$ cat src/rtl/ahblite_pkg.sv
// -----------------------------------------------------------------------------
// ahblite_pkg
// Shared AHB-Lite definitions for the Cortex-M0 SoC bus decoder:
//   - HTRANS encodings (IDLE/BUSY/NONSEQ/SEQ)
//   - HRESP constants (OKAY/ERROR)
//   - default-slave FSM state type (DS_IDLE, DS_ERR1, DS_ERR2)
//   - default region base/mask values used by ahblite_decoder
//   - region_hit() helper for the masked base compare
// No ports (package). Optional feature macro used elsewhere:
//   AHB_DECODER_FAULT_CAPTURE_EN
// -----------------------------------------------------------------------------
package ahblite_pkg;

  localparam logic [1:0] HTRANS_IDLE   = 2'b00;
  localparam logic [1:0] HTRANS_BUSY   = 2'b01;
  localparam logic [1:0] HTRANS_NONSEQ = 2'b10;
  localparam logic [1:0] HTRANS_SEQ    = 2'b11;

  localparam logic HRESP_OKAY  = 1'b0;
  localparam logic HRESP_ERROR = 1'b1;

  typedef enum logic [1:0] {
    DS_IDLE = 2'b00,
    DS_ERR1 = 2'b01,
    DS_ERR2 = 2'b10
  } ds_state_e;

  localparam int NUM_REGIONS = 5;

  localparam logic [31:0] P0_BASE_DEF = 32'h0000_0000;
  localparam logic [31:0] P0_MASK_DEF = 32'hE000_0000;
  localparam logic [31:0] P1_BASE_DEF = 32'h2000_0000;
  localparam logic [31:0] P1_MASK_DEF = 32'hE000_0000;
  localparam logic [31:0] P2_BASE_DEF = 32'h4000_0000;
  localparam logic [31:0] P2_MASK_DEF = 32'hFFFF_F000;
  localparam logic [31:0] P3_BASE_DEF = 32'h4000_1000;
  localparam logic [31:0] P3_MASK_DEF = 32'hFFFF_F000;
  localparam logic [31:0] P4_BASE_DEF = 32'h4000_2000;
  localparam logic [31:0] P4_MASK_DEF = 32'hFFFF_F000;

  function automatic logic region_hit(input logic [31:0] addr,
                                      input logic [31:0] base,
                                      input logic [31:0] mask);
    return (addr & mask) == base;
  endfunction

endpackage

$ cat src/rtl/ahblite_decoder_if.sv
// -----------------------------------------------------------------------------
// ahblite_decoder_if
// Bundles the address-phase inputs and the decoder / default-slave outputs.
//   master modport : drives HADDR, HTRANS, HREADY; observes selects + DEF_*
//   slave  modport : the decoder view (inputs address phase, drives selects)
// Signals:
//   HADDR[31:0], HTRANS[1:0], HREADY
//   P0_HSEL..P4_HSEL, DEF_HSEL, DEF_HREADYOUT, DEF_HRESP, DEF_HRDATA[31:0]
// -----------------------------------------------------------------------------
interface ahblite_decoder_if;
  logic [31:0] HADDR;
  logic [1:0]  HTRANS;
  logic        HREADY;

  logic        P0_HSEL;
  logic        P1_HSEL;
  logic        P2_HSEL;
  logic        P3_HSEL;
  logic        P4_HSEL;
  logic        DEF_HSEL;
  logic        DEF_HREADYOUT;
  logic        DEF_HRESP;
  logic [31:0] DEF_HRDATA;

  modport master (
    output HADDR, HTRANS, HREADY,
    input  P0_HSEL, P1_HSEL, P2_HSEL, P3_HSEL, P4_HSEL,
    input  DEF_HSEL, DEF_HREADYOUT, DEF_HRESP, DEF_HRDATA
  );

  modport slave (
    input  HADDR, HTRANS, HREADY,
    output P0_HSEL, P1_HSEL, P2_HSEL, P3_HSEL, P4_HSEL,
    output DEF_HSEL, DEF_HREADYOUT, DEF_HRESP, DEF_HRDATA
  );
endinterface

$ cat src/rtl/ahblite_default_slave.sv
// -----------------------------------------------------------------------------
// ahblite_default_slave
// Default slave for unmapped space. Returns the two-cycle AHB ERROR response
// (HREADYOUT/HRESP = 0/1 then 1/1) for every accepted active transfer; IDLE
// and BUSY transfers get a zero-wait OKAY.
// Ports:
//   clk_i, rst_ni        : clock, asynchronous active-low reset
//   sel_i                : DEF_HSEL from the decoder
//   trans_active_i       : HTRANS is NONSEQ or SEQ
//   hready_i             : bus HREADY
//   hreadyout_o, hresp_o : default-slave response
// Optional (AHB_DECODER_FAULT_CAPTURE_EN):
//   haddr_i              : address-phase address
//   fault_addr_o         : address of the last erroring transfer
//   fault_cnt_o          : erroring-transfer count, saturating at 8'hFF
// -----------------------------------------------------------------------------
module ahblite_default_slave
  import ahblite_pkg::*;
(
  input  logic        clk_i,
  input  logic        rst_ni,
  input  logic        sel_i,
  input  logic        trans_active_i,
  input  logic        hready_i,
`ifdef AHB_DECODER_FAULT_CAPTURE_EN
  input  logic [31:0] haddr_i,
  output logic [31:0] fault_addr_o,
  output logic [7:0]  fault_cnt_o,
`endif
  output logic        hreadyout_o,
  output logic        hresp_o
);

  ds_state_e state_q;
  ds_state_e state_d;
  logic      accept;

  // An active unmapped transfer is only taken when the bus is ready.
  assign accept = hready_i & sel_i & trans_active_i;

  always_ff @(posedge clk_i or negedge rst_ni) begin
    if (!rst_ni) begin
      state_q <= DS_IDLE;
    end else begin
      state_q <= state_d;
    end
  end

  always_comb begin
    state_d     = state_q;
    hreadyout_o = 1'b1;
    hresp_o     = HRESP_OKAY;
    case (state_q)
      DS_IDLE: begin
        if (accept) state_d = DS_ERR1;
      end
      DS_ERR1: begin
        // HREADY is low here, so the address phase is not sampled.
        hreadyout_o = 1'b0;
        hresp_o     = HRESP_ERROR;
        state_d     = DS_ERR2;
      end
      DS_ERR2: begin
        hresp_o = HRESP_ERROR;
        state_d = accept ? DS_ERR1 : DS_IDLE;
      end
      default: begin
        state_d = DS_IDLE;
      end
    endcase
  end

`ifdef AHB_DECODER_FAULT_CAPTURE_EN
  logic [31:0] fault_addr_q;
  logic [7:0]  fault_cnt_q;
  logic        err_start;

  // Entry into ERR1 marks a new erroring transfer; ERR1 itself never accepts.
  assign err_start = accept && (state_q != DS_ERR1);

  always_ff @(posedge clk_i or negedge rst_ni) begin
    if (!rst_ni) begin
      fault_addr_q <= 32'h0;
      fault_cnt_q  <= 8'h0;
    end else if (err_start) begin
      fault_addr_q <= haddr_i;
      if (fault_cnt_q != 8'hFF) fault_cnt_q <= fault_cnt_q + 8'd1;
    end
  end

  assign fault_addr_o = fault_addr_q;
  assign fault_cnt_o  = fault_cnt_q;
`endif

endmodule

$ cat src/rtl/ahblite_decoder.sv
// -----------------------------------------------------------------------------
// ahblite_decoder
// AHB-Lite address decoder for the Cortex-M0 SoC bus. Decodes HADDR into
// one-hot selects P0..P4_HSEL (lowest region index wins on overlap) and
// routes anything unmapped to a built-in default slave returning ERROR.
// Ports:
//   HCLK, HRESETn : bus clock, asynchronous active-low reset
//   bus           : ahblite_decoder_if.slave (HADDR, HTRANS, HREADY in;
//                   P0..P4_HSEL, DEF_HSEL, DEF_HREADYOUT, DEF_HRESP,
//                   DEF_HRDATA out)
// Optional (AHB_DECODER_FAULT_CAPTURE_EN defined):
//   FAULT_ADDR[31:0] : HADDR of the last erroring transfer
//   FAULT_CNT[7:0]   : erroring-transfer count, saturating at 8'hFF
// Parameters: Pn_BASE / Pn_MASK per region, n = 0..4.
// -----------------------------------------------------------------------------
module ahblite_decoder
  import ahblite_pkg::*;
#(
  parameter logic [31:0] P0_BASE = P0_BASE_DEF,
  parameter logic [31:0] P0_MASK = P0_MASK_DEF,
  parameter logic [31:0] P1_BASE = P1_BASE_DEF,
  parameter logic [31:0] P1_MASK = P1_MASK_DEF,
  parameter logic [31:0] P2_BASE = P2_BASE_DEF,
  parameter logic [31:0] P2_MASK = P2_MASK_DEF,
  parameter logic [31:0] P3_BASE = P3_BASE_DEF,
  parameter logic [31:0] P3_MASK = P3_MASK_DEF,
  parameter logic [31:0] P4_BASE = P4_BASE_DEF,
  parameter logic [31:0] P4_MASK = P4_MASK_DEF
)(
  input  logic                HCLK,
  input  logic                HRESETn,
`ifdef AHB_DECODER_FAULT_CAPTURE_EN
  output logic [31:0]         FAULT_ADDR,
  output logic [7:0]          FAULT_CNT,
`endif
  ahblite_decoder_if.slave    bus
);

  logic [NUM_REGIONS-1:0] hit;
  logic [NUM_REGIONS-1:0] sel;
  logic                   def_sel;
  logic                   trans_active;

  assign hit[0] = region_hit(bus.HADDR, P0_BASE, P0_MASK);
  assign hit[1] = region_hit(bus.HADDR, P1_BASE, P1_MASK);
  assign hit[2] = region_hit(bus.HADDR, P2_BASE, P2_MASK);
  assign hit[3] = region_hit(bus.HADDR, P3_BASE, P3_MASK);
  assign hit[4] = region_hit(bus.HADDR, P4_BASE, P4_MASK);

  // Priority encode so overlapping regions still yield a single select.
  always_comb begin
    sel     = '0;
    def_sel = 1'b0;
    if (hit[0])      sel[0]  = 1'b1;
    else if (hit[1]) sel[1]  = 1'b1;
    else if (hit[2]) sel[2]  = 1'b1;
    else if (hit[3]) sel[3]  = 1'b1;
    else if (hit[4]) sel[4]  = 1'b1;
    else             def_sel = 1'b1;
  end

  assign bus.P0_HSEL   = sel[0];
  assign bus.P1_HSEL   = sel[1];
  assign bus.P2_HSEL   = sel[2];
  assign bus.P3_HSEL   = sel[3];
  assign bus.P4_HSEL   = sel[4];
  assign bus.DEF_HSEL  = def_sel;
  assign bus.DEF_HRDATA = 32'h0;

  assign trans_active = (bus.HTRANS == HTRANS_NONSEQ) || (bus.HTRANS == HTRANS_SEQ);

  ahblite_default_slave u_def_slave (
    .clk_i          (HCLK),
    .rst_ni         (HRESETn),
    .sel_i          (def_sel),
    .trans_active_i (trans_active),
    .hready_i       (bus.HREADY),
`ifdef AHB_DECODER_FAULT_CAPTURE_EN
    .haddr_i        (bus.HADDR),
    .fault_addr_o   (FAULT_ADDR),
    .fault_cnt_o    (FAULT_CNT),
`endif
    .hreadyout_o    (bus.DEF_HREADYOUT),
    .hresp_o        (bus.DEF_HRESP)
  );

endmodule

$ cat src/flat_wrapper.sv
// flat-port wrapper written by rule: the top's interface ports become plain ports
module ahblite_decoder_flat import ahblite_pkg::*;
#(
  parameter logic [31:0] P0_BASE = P0_BASE_DEF,
  parameter logic [31:0] P0_MASK = P0_MASK_DEF,
  parameter logic [31:0] P1_BASE = P1_BASE_DEF,
  parameter logic [31:0] P1_MASK = P1_MASK_DEF,
  parameter logic [31:0] P2_BASE = P2_BASE_DEF,
  parameter logic [31:0] P2_MASK = P2_MASK_DEF,
  parameter logic [31:0] P3_BASE = P3_BASE_DEF,
  parameter logic [31:0] P3_MASK = P3_MASK_DEF,
  parameter logic [31:0] P4_BASE = P4_BASE_DEF,
  parameter logic [31:0] P4_MASK = P4_MASK_DEF
)
  (HCLK, HRESETn, bus_HADDR, bus_HTRANS, bus_HREADY, bus_P0_HSEL, bus_P1_HSEL, bus_P2_HSEL, bus_P3_HSEL, bus_P4_HSEL, bus_DEF_HSEL, bus_DEF_HREADYOUT, bus_DEF_HRESP, bus_DEF_HRDATA);
  ahblite_decoder_if bus_i ();
  input  logic HCLK;
  input  logic HRESETn;
  input wire logic [$bits(bus_i.HADDR)-1:0] bus_HADDR;
  input wire logic [$bits(bus_i.HTRANS)-1:0] bus_HTRANS;
  input wire logic [$bits(bus_i.HREADY)-1:0] bus_HREADY;
  output wire logic [$bits(bus_i.P0_HSEL)-1:0] bus_P0_HSEL;
  output wire logic [$bits(bus_i.P1_HSEL)-1:0] bus_P1_HSEL;
  output wire logic [$bits(bus_i.P2_HSEL)-1:0] bus_P2_HSEL;
  output wire logic [$bits(bus_i.P3_HSEL)-1:0] bus_P3_HSEL;
  output wire logic [$bits(bus_i.P4_HSEL)-1:0] bus_P4_HSEL;
  output wire logic [$bits(bus_i.DEF_HSEL)-1:0] bus_DEF_HSEL;
  output wire logic [$bits(bus_i.DEF_HREADYOUT)-1:0] bus_DEF_HREADYOUT;
  output wire logic [$bits(bus_i.DEF_HRESP)-1:0] bus_DEF_HRESP;
  output wire logic [$bits(bus_i.DEF_HRDATA)-1:0] bus_DEF_HRDATA;
  assign bus_i.HADDR = bus_HADDR;
  assign bus_i.HTRANS = bus_HTRANS;
  assign bus_i.HREADY = bus_HREADY;
  assign bus_P0_HSEL = bus_i.P0_HSEL;
  assign bus_P1_HSEL = bus_i.P1_HSEL;
  assign bus_P2_HSEL = bus_i.P2_HSEL;
  assign bus_P3_HSEL = bus_i.P3_HSEL;
  assign bus_P4_HSEL = bus_i.P4_HSEL;
  assign bus_DEF_HSEL = bus_i.DEF_HSEL;
  assign bus_DEF_HREADYOUT = bus_i.DEF_HREADYOUT;
  assign bus_DEF_HRESP = bus_i.DEF_HRESP;
  assign bus_DEF_HRDATA = bus_i.DEF_HRDATA;
  ahblite_decoder #(.P0_BASE(P0_BASE), .P0_MASK(P0_MASK), .P1_BASE(P1_BASE), .P1_MASK(P1_MASK), .P2_BASE(P2_BASE), .P2_MASK(P2_MASK), .P3_BASE(P3_BASE), .P3_MASK(P3_MASK), .P4_BASE(P4_BASE), .P4_MASK(P4_MASK)) u_core (.HCLK(HCLK), .HRESETn(HRESETn), .bus(bus_i));
endmodule
$ cat config.mk
export PLATFORM = sky130hd
export DESIGN_NAME = ahblite_decoder_flat
export DESIGN_NICKNAME = d
export VERILOG_FILES = /design/src/rtl/ahblite_pkg.sv /design/src/rtl/ahblite_decoder_if.sv /design/src/rtl/ahblite_default_slave.sv /design/src/rtl/ahblite_decoder.sv /design/src/flat_wrapper.sv
export SDC_FILE = /design/constraint.sdc
export NUM_CORES = 1
export LEC_CHECK = 0
export ABC_AREA = 1
export CAP_MARGIN = 20
export CORE_ASPECT_RATIO = 1.1
export CORE_MARGIN = 2
export CORE_UTILIZATION = 28
export CTS_CLUSTER_DIAMETER = 150
export DETAILED_ROUTE_END_ITERATION = 7
export GPL_TIMING_DRIVEN = 0
export PLACE_DENSITY = 0.86
export SLEW_MARGIN = 40
export SYNTH_ARGS = -nofsm -noshare
export SYNTH_HDL_FRONTEND = slang
export SYNTH_HIERARCHICAL = 1
export SYNTH_SLANG_ARGS = --single-unit
$ cat constraint.sdc
create_clock -name HCLK -period 3.1 [get_ports HCLK]
set_input_delay 0.31 -clock HCLK [delete_from_list [all_inputs] [get_ports HCLK]]
set_output_delay 0.31 -clock HCLK [all_outputs]
set_load 0.005 [all_outputs]
# ---- Yosys cells after proc, flatten, opt, wreduce, memory -nomap -nowiden
# Index checks and enable logic that the tools add are counted.
dict set report word_totals {
  register_bits 2
  out_inout_bits 40
  elab_cells 35
}
dict set report op_classes {
  eq_ne 9
  mux 19
  bitwise_logic 2
  n_reduce_logical 4
}
# operator count
set ops {}
lappend ops {{== test 20 x 19 -> 1 bit, second input constant} 3}
lappend ops {{logical NOT 32 bit} 1}
lappend ops {{two-way mux 1 bit} 14}
lappend ops {{== test 2 bit, second input constant} 3}
lappend ops {{one-hot mux 2 bit (3 select lines)} 1}
lappend ops {{two-way mux 2 bit} 2}
lappend ops {{two-way mux 4 bit} 1}
lappend ops {{== test 3 x 1 -> 1 bit, second input constant} 1}
lappend ops {{two-way mux 3 bit} 1}
lappend ops {{AND 1 bit} 2}
lappend ops {{== test 2 x 1 -> 1 bit, second input constant} 1}
lappend ops {{logical NOT 2 bit} 1}
lappend ops {{inequality test 2 bit, second input constant} 1}
lappend ops {{OR reduction 2 bit} 1}
lappend ops {{logical OR 1 bit} 1}

# ---- Logic depth before layout (Yosys ltp)
# Gate-level depths: netlist of run 1.
dict set report depth {
  depth_word 10
  depth_mapped 11
  depth_no_buf 11
}

# ---- Cells and area by module
# Netlist of run 1, hierarchy kept.
# mod instances cells_per_inst area_each_um2 seq_area_each_um2
set by_module_without_submodules {}
lappend by_module_without_submodules {ahblite_decoder 1 79 451.7 0.0}
lappend by_module_without_submodules {ahblite_default_slave 1 21 168.9 50.0}

# ---- Worst setup path after synthesis of run 1
# OpenSTA, ideal clock, no wires.
dict set report synth_timing {
  path_kind {input -> register}
  start {in bus_HADDR[27]}
  end {reg u_core.u_def_slave.state_q[1]}
  setup_time_ns 0.117
  arrival_time_ns 1.062
  t_required_ns 2.983
  setup_slack_ns 1.922
  stages 10
  n_path_buf 0
  path_cell_list {nor2_1 > nand2_1 > nor2_4 > nand3_1 > nand2_1 > nor2_1 > nand3_1 > nand2_1 > nand2_1 > nand2_1}
}
dict set report synth_between {
  elab_chain_len 9
  elab_cells_between_ends 11
  cone_classes {eq/ne (4); mux (5); bitwise (2)}
}
# item line
set synth_lines {}
lappend synth_lines {{from (decl)} flat_wrapper.sv:19} ;# input wire logic [$bits(bus_i.HADDR)-1:0] bus_HADDR;
lappend synth_lines {{== test 20 x 19 -> 1 bit} ahblite_pkg.sv:44} ;# return (addr & mask) == base;
lappend synth_lines {{two-way mux 1 bit} ahblite_decoder.sv:58} ;# else if (hit[4]) sel[4] = 1'b1;
lappend synth_lines {{two-way mux 1 bit} ahblite_decoder.sv:57} ;# else if (hit[3]) sel[3] = 1'b1;
lappend synth_lines {{two-way mux 1 bit *} ahblite_decoder.sv:56} ;# else if (hit[2]) sel[2] = 1'b1;
lappend synth_lines {{two-way mux 1 bit *} ahblite_decoder.sv:55} ;# else if (hit[1]) sel[1] = 1'b1;
lappend synth_lines {{two-way mux 1 bit *} ahblite_decoder.sv:54} ;# if (hit[0]) sel[0] = 1'b1;
lappend synth_lines {{net bus_DEF_HSEL} flat_wrapper.sv:27} ;# output wire logic [$bits(bus_i.DEF_HSEL)-1:0] bus_DEF_HSEL;
lappend synth_lines {{AND 1 bit * (2 in a row)} ahblite_default_slave.sv:39} ;# assign accept = hready_i & sel_i & trans_active_i;
lappend synth_lines {{inequality test 2 bit (no source line) *} n/a}
lappend synth_lines {{to (signal assigned)} ahblite_default_slave.sv:45} ;# state_q <= state_d;
lappend synth_lines {{to (decl)} ahblite_default_slave.sv:34} ;# ds_state_e state_q;
# Mark *: on every way through the listed nets, which the timed path passes. The rest lies on a longest branch.
# A chain may end at the register's enable or synchronous reset.

# ---- Worst setup path in the final report of run 1
dict set report layout_timing {
  start {in bus_HADDR[29]}
  end {out bus_DEF_HSEL}
}
dict set report layout_between {
  elab_chain_len 6
  elab_cells_between_ends 10
  cone_classes {eq/ne (4); mux (5); reduce/logical (1)}
}
# item line
set layout_lines {}
lappend layout_lines {{== test 20 x 19 -> 1 bit} ahblite_pkg.sv:44}
lappend layout_lines {{two-way mux 1 bit} ahblite_decoder.sv:58}
lappend layout_lines {{two-way mux 1 bit} ahblite_decoder.sv:57}
lappend layout_lines {{two-way mux 1 bit} ahblite_decoder.sv:56}
lappend layout_lines {{two-way mux 1 bit} ahblite_decoder.sv:55}
lappend layout_lines {{two-way mux 1 bit *} ahblite_decoder.sv:54}
lappend layout_lines {{to (decl)} flat_wrapper.sv:27}
# Every way passes the cells marked *; elsewhere a longest branch is shown, timed or not.

==> impl_metrics.yaml, run 1 <==
status:
  result_of_the_run: "finished, final reports clean"
synthesis:
  syn_avg_cell_area_um2: 6.21
  most_numerous_cell_types_in_the_synthesized_netlist: "sky130_fd_sc_hd__buf_4, sky130_fd_sc_hd__nor2_1, sky130_fd_sc_hd__inv_1, sky130_fd_sc_hd__nand2_1, sky130_fd_sc_hd__nand3_1"
  synth.largest_area_cell: "sky130_fd_sc_hd__buf_4"
  seq_area_frac_synth_pct: 8.06
  ys_seq_elements: 2
  yosys_top_cell_area_share_pct: 38.7
  xor_xnor_cell_area_share_of_the_yosys_netlist_pct: 0
  simple_logic_cell_fraction_of_the_synthesized_area_pct: 32.9
  synth_warnings: 6
  synth.area.top_cells: "sky130_fd_sc_hd__buf_4, sky130_fd_sc_hd__nor2_1, sky130_fd_sc_hd__ha_1, sky130_fd_sc_hd__dfrtp_1, sky130_fd_sc_hd__inv_1"
  dominant_combinational_cell_family_by_area_after_synthesis: "buffers and inverters"
  most_repeated_cell_in_the_gate_level_netlist_after_synthesis: "sky130_fd_sc_hd__buf_4"
  mappedNetlistArea_um2: 621
  synth-async-reset-ratio_pct: 100
  yosys_most_used_dff: "sky130_fd_sc_hd__dfrtp_1"
  synth_cell_types: 13
  syn_inst: 100
  yosys.area_share.adder_pct: 10.1
  synth_compound_area_share_pct: 0
  synth_edf_count: 0
  post_synth_mux_area_share_pct: 0
die:
  fp.dieH_um: 53.4
  std_cell_rows: 17
  core_um2: 2040
  floorplan.io_pins: 77
  die_area_um2: 2610
  floorplan.initialDensity_pct: 30.4
  die_width_um: 48.9
placed_design:
  portBuffers: 30
  detailed_place_hpwl_mm: 1.15
  preCtsSetupSlack_ps: 972
  gp_congestion: 0.667
detailed_routing:
  dr.first_iter.drc_count: 5
  vias_per_cell: 3.38
  dr_total_vias: 648
  antenna_violating_nets_post_route: 0
  detail_route.drc_violations: 0
  totalWireLength_mm: 1.29
  route.detailed.wl_per_inst_um: 6.71
  drt_pre_antenna_iters: 4
critical_path:
  cp_data_arrival_time_ps: 1830
  reg2reg_slack_ps: 1980
  worst_ep_required_time_ps: 2790
  startpoint: "bus_HADDR[29]"
  crit_path_category: "primary input to output pin"
  crit_path_capture_type: "output pin"
  timing.rr.start: "u_core/u_def_slave/state_q[0]$_DFFE_PN0P_"
  critPathLaunchType: "primary input"
  path_max_fanout: 3
clock_tree:
  clockBufferDepth: 2
  post-cts-setup-buffer-count: 0
  worst_setup_hold_path_clk_slew_ps: 30
  worstSkewPairLatency_ps: 220
  numCtsBuffers: 3
  clock_tree.htree_level_count: 1
  cts_resized: 0
  cts.root.buffer_cell: "sky130_fd_sc_hd__clkbuf_4"
  numClockSinks: 2
  tritoncts_clock_tree: "yes"
  cts-hold-fix-buffers: 0
sta:
  finalSetupViolations: 0
  fin_ws_ps: 963
  period_minus_slack_ps: 2140
  final.setup.tns_ps: 0
  finalCritPeriodShare_pct: 68.9
  timing.final.hold_violations: 0
  timing_max_transition_violations_final: 0
  grt_setup_unrepaired: "no"
  max_freq_mhz: 468
  final.setup_skew_ps: 4.27
final_layout:
  antenna-diode-count: 0
  largest_register_ff_count: 2
  final_nets: 208
  final_core_util_pct: 53.6
  area_growth_pct: 76.4
  layout-drive-gt1-share_pct: 25.0
  top_regs: "u_core/u_def_slave/state_q x2"
  regMostFlops: "u_core/u_def_slave/state_q"
global_routing:
  number_of_antenna_violations_at_the_first_check_in_global_routing: 0
  remaining_global_route_overflow: 0
  grt_pass1_wl_mm: 2.17
  grt_usage_pct: 10.7
  grt_start_max_net_pins: 6
  via_count_of_the_first_global_routing_pass: 574
power_and_ir_drop:
  peakVddDrop_mv: 0.287
  total_leakage_power_nw: 0.635
  pwr_density_cell_nw_per_um2: 268
job:
  max-cap-violations: 0
worst_hold_path:
  min_path_type: "primary input to async pin"
cell usage in the layout, fill, tap and decap left out:
cell / n
sky130_fd_sc_hd__buf_4: 32
sky130_fd_sc_hd__conb_1: 32
sky130_fd_sc_hd__clkdlybuf4s50_1: 30
sky130_fd_sc_hd__nor2_1: 18
sky130_fd_sc_hd__inv_1: 13
sky130_fd_sc_hd__nand2_1: 13
sky130_fd_sc_hd__nand3_1: 9
sky130_fd_sc_hd__ha_1: 5
sky130_fd_sc_hd__clkbuf_4: 3
sky130_fd_sc_hd__inv_2: 2
sky130_fd_sc_hd__nor3b_2: 2
sky130_fd_sc_hd__dfrtp_1: 2
sky130_fd_sc_hd__nand2_2: 1
sky130_fd_sc_hd__nor2_4: 1
sky130_fd_sc_hd__clkbuf_1: 1
stage by stage:
step / cell area [µm²] / power (W) / instances / hold WS, ps
finish: 1090 / 0.000293 / 192 / 251
global route: 1090 / 0.000324 / 192 / 262
floorplan: 737 / 0.000156 / 131 / 14.4
global placement: 1070 / 0.000230 / 189 / 480
CTS: 1090 / 0.000295 / 192 / 245
detailed placement: 1070 / 0.000234 / 189 / 481
logic make-up (layout without fill, tap and decap cells):
kind of cell               count (synthesis)  in the layout
other                                      1             32
buffers and inverters                     48             81
adders and majority gates                  5              5
DFF                                        2              2
and+or+nand+nor                           44             44
critical path, cell delays in order:
cell and delay [ps]:
sky130_fd_sc_hd__clkdlybuf4s50_1 490, sky130_fd_sc_hd__nor2_1 60, sky130_fd_sc_hd__nand3_1 100, sky130_fd_sc_hd__inv_2 60, sky130_fd_sc_hd__nand3_1 100, sky130_fd_sc_hd__nand2_1 60, sky130_fd_sc_hd__nor2_1 130, sky130_fd_sc_hd__clkdlybuf4s50_1 530
worst paths after layout:
kind,to,depth (start not counted)
max,bus_DEF_HSEL,8
min,u_core/u_def_slave/state_q[1]$_DFFE_PN0P_,1
max reg2reg,u_core/u_def_slave/state_q[0]$_DFFE_PN0P_,6
min reg2reg,u_core/u_def_slave/state_q[1]$_DFFE_PN0P_,2
max in group asynchronous,u_core/u_def_slave/state_q[0]$_DFFE_PN0P_,1
min in group HCLK,u_core/u_def_slave/state_q[1]$_DFFE_PN0P_,4
cell type report:
class	instances	area, µm²
fill	208	947
multi-input combinational	81	387
timing repair buffer	30	300
buffer	33	244
inverter	15	56.3
sequential	2	50.0
tap	28	35.0
clock buffer	3	22.5
per-layer routing:
| metal | part of all wire [%] | track usage, % | wire length [µm] | up-vias |
|---|---|---|---|---|
| li1 | - | - | - | 361 |
| met4 | 0 | 5.71 | 0 | 0 |
| met2 | 49 | 20.1 | 628 | 44 |
| met5 | 0 | 0 | 0 | - |
| met3 | 16 | 3.39 | 211 | 0 |
| met1 | 35 | 10.6 | 447 | 243 |
power breakdown:
part / switching (W) / total [W] / internal (W)
Clock: 0.0000138 / 0.0000564 / 0.0000426
Combinational: 0.0000746 / 0.000185 / 0.000111
Sequential: 0.0000144 / 0.0000514 / 0.0000370
(Power assumes the default switching activity.)
==> inputs of run 2 (changes only) <==
--- a/config.mk
+++ b/config.mk
@@ -9,11 +9,11 @@
 export CAP_MARGIN = 20
 export CORE_ASPECT_RATIO = 1.1
 export CORE_MARGIN = 2
-export CORE_UTILIZATION = 28
+export CORE_UTILIZATION = 26
 export CTS_CLUSTER_DIAMETER = 150
 export DETAILED_ROUTE_END_ITERATION = 7
 export GPL_TIMING_DRIVEN = 0
-export PLACE_DENSITY = 0.86
+export PLACE_DENSITY = 0.81
 export SLEW_MARGIN = 40
 export SYNTH_ARGS = -nofsm -noshare
 export SYNTH_HDL_FRONTEND = slang
==> constraint.sdc (replaced) <==
create_clock -name HCLK -period 2 [get_ports HCLK]
set_input_delay 0.2 -clock HCLK [delete_from_list [all_inputs] [get_ports HCLK]]
set_output_delay 0.2 -clock HCLK [all_outputs]
set_load 0.005 [all_outputs]
==> run 2 against run 1 <==
Compared with the run above:
- worst setup slack worse by 830 ps
- non-clock buffer count did not move
- first-iteration DRC count grew to 3.2 times the previous value
- count of clock-buffer cells in the layout stayed put
- sequential share of layout area is essentially flat
- register-to-register slack lost 1100 ps
- hold slack worse by 110 ps
- sequential cell count did not move
- clock skew shrank 3.3 ps
- wire length is 10% lower
- global-route usage fell by 1.6 points
- critical endpoint is now bus_P3_HSEL
- largest power group unchanged
- highest routed layer unchanged
==> impl_metrics.yaml, run 2 (synthesized netlist as in run 1, its figures left out) <==
clock_tree:
  clockBufferDepth: 2
  cts_resized: 0
  worstSkewPairLatency_ps: 220
  cts.root.buffer_cell: "sky130_fd_sc_hd__clkbuf_4"
  numCtsBuffers: 3
  tritoncts_clock_tree: "yes"
  worst_setup_hold_path_clk_slew_ps: 30
  cts-hold-fix-buffers: 0
  post-cts-setup-buffer-count: 0
  clock_tree.htree_level_count: 1
  numClockSinks: 2
critical_path:
  crit_path_capture_type: "output pin"
  critPathLaunchType: "primary input"
  timing.rr.start: "u_core/u_def_slave/state_q[0]$_DFFE_PN0P_"
  worstSetupEndpoint: "bus_P3_HSEL"
  reg2reg_slack_ps: 900
  cp_data_arrival_time_ps: 1670
  timing.reg2reg.worst_path_depth: 6
  worst_ep_required_time_ps: 1800
  crit_path_category: "primary input to output pin"
  path_max_fanout: 3
  startpoint: "bus_HADDR[29]"
  reg2reg_to: "u_core/u_def_slave/state_q[0]$_DFFE_PN0P_"
placed_design:
  preCtsSetupSlack_ps: 80.7
  portBuffers: 30
  gp_congestion: 0.671
  detailed_place_hpwl_mm: 1.08
final_layout:
  top_regs: "u_core/u_def_slave/state_q x2"
  regMostFlops: "u_core/u_def_slave/state_q"
  layout-drive-gt1-share_pct: 25.0
  filler_cell_count: 233
  largest_register_ff_count: 2
  final_nets: 208
  layout.cells.most_common_list: "sky130_fd_sc_hd__buf_4, sky130_fd_sc_hd__conb_1, sky130_fd_sc_hd__clkdlybuf4s50_1"
  final_core_util_pct: 48.8
  antenna-diode-count: 0
  area_growth_pct: 77.2
power_and_ir_drop:
  pwr_density_cell_nw_per_um2: 408
  total_leakage_power_nw: 0.639
  total_power_w: 0.000449
  peakVddDrop_mv: 0.416
die:
  std_cell_rows: 18
  core_um2: 2250
  floorplan.io_pins: 77
  floorplan.initialDensity_pct: 27.6
  fp.dieH_um: 55.2
  die_width_um: 50.6
  die_area_um2: 2790
detailed_routing:
  dr.first_iter.drc_count: 16
  dr_total_vias: 629
  detail_route.drc_violations: 0
  totalWireLength_mm: 1.16
  antenna_violating_nets_post_route: 0
  route.detailed.wl_per_inst_um: 5.95
  drt_pre_antenna_iters: 2
  vias_per_cell: 3.24
global_routing:
  grt_pass1_wl_mm: 2.01
  grt_start_max_net_pins: 6
  grt-busiest-layer: "met2"
  grt_usage_pct: 9.12
  number_of_antenna_violations_at_the_first_check_in_global_routing: 0
  met1_usage_pct: 9.32
  via_count_of_the_first_global_routing_pass: 528
  met3_usage_pct: 4.59
  grtUsageMet2_pct: 15.6
  remaining_global_route_overflow: 0
sta:
  grt_setup_unrepaired: "no"
  fin_ws_ps: 132
  finalSetupViolations: 0
  timing_max_transition_violations_final: 0
  final.setup.tns_ps: 0
  max_freq_mhz: 535
  period_minus_slack_ps: 1870
  final.setup_skew_ps: 0.974
  timing.final.hold_violations: 0
  finalCritPeriodShare_pct: 93.4
worst_hold_path:
  min_path_type: "primary input to async pin"
job:
  max-cap-violations: 0
status:
  result_of_the_run: "finished, final reports clean"
run 2: cell types whose count changed in the layout (fill, tap and decap cells not counted), sizes merged:
cell,change
clkdlybuf4s50,-1
dlymetal6s2s,+1
run 2: where the power goes:
part	internal [W]	switching, W	total, W	leakage (nW)
Sequential	0.0000574	0.0000222	0.0000795	0.0262
Combinational	0.000171	0.000109	0.000279	0.599
Clock	0.0000663	0.0000238	0.0000900	0.0138
run 2: stage by stage:
step | cell area (µm²) | hold slack, ps | std cells
floorplan | 737 | -95.6 | 131
global placement | 1070 | 371 | 191
detailed placement | 1070 | 375 | 191
CTS | 1100 | 133 | 194
global route | 1100 | 130 | 194
finish | 1100 | 141 | 194
run 2: cell type report:
cell class / instances / area, µm² / area share [%]
flip-flops and latches: 2 / 50.0 / 4.55
inverters: 15 / 56.3 / 5.12
repair buffers: 30 / 303 / 27.5
multi-input cells: 81 / 387 / 35.2
well taps: 30 / 37.5 / 3.41
clock buffers: 3 / 22.5 / 2.05
plain buffers: 33 / 244 / 22.2
run 2: how the worst min path moves through the flow:
stage	endpoint	slack, ps
2_1_floorplan	u_core/u_def_slave/state_q[0]$_DFFE_PN0P_	-100
3_3_place_gp	u_core/u_def_slave/state_q[0]$_DFFE_PN0P_	370
3_5_place_dp	u_core/u_def_slave/state_q[0]$_DFFE_PN0P_	370
4_1_cts	u_core/u_def_slave/state_q[1]$_DFFE_PN0P_	130
5_1_grt	u_core/u_def_slave/state_q[1]$_DFFE_PN0P_	130
6_report	u_core/u_def_slave/state_q[1]$_DFFE_PN0P_	140
run 2: critical path, cell delays in order:
cell	delay (ps)
sky130_fd_sc_hd__clkdlybuf4s50_1	440
sky130_fd_sc_hd__nor2_1	110
sky130_fd_sc_hd__nand3_1	110
sky130_fd_sc_hd__nor2_1	120
sky130_fd_sc_hd__nor3b_2	170
sky130_fd_sc_hd__clkdlybuf4s50_1	520
run 2: routing by layer:
metal,vias up,part of all wire (%)
li1,360,-
met1,228,37
met2,41,46
met3,0,18
met4,0,0
met5,-,0
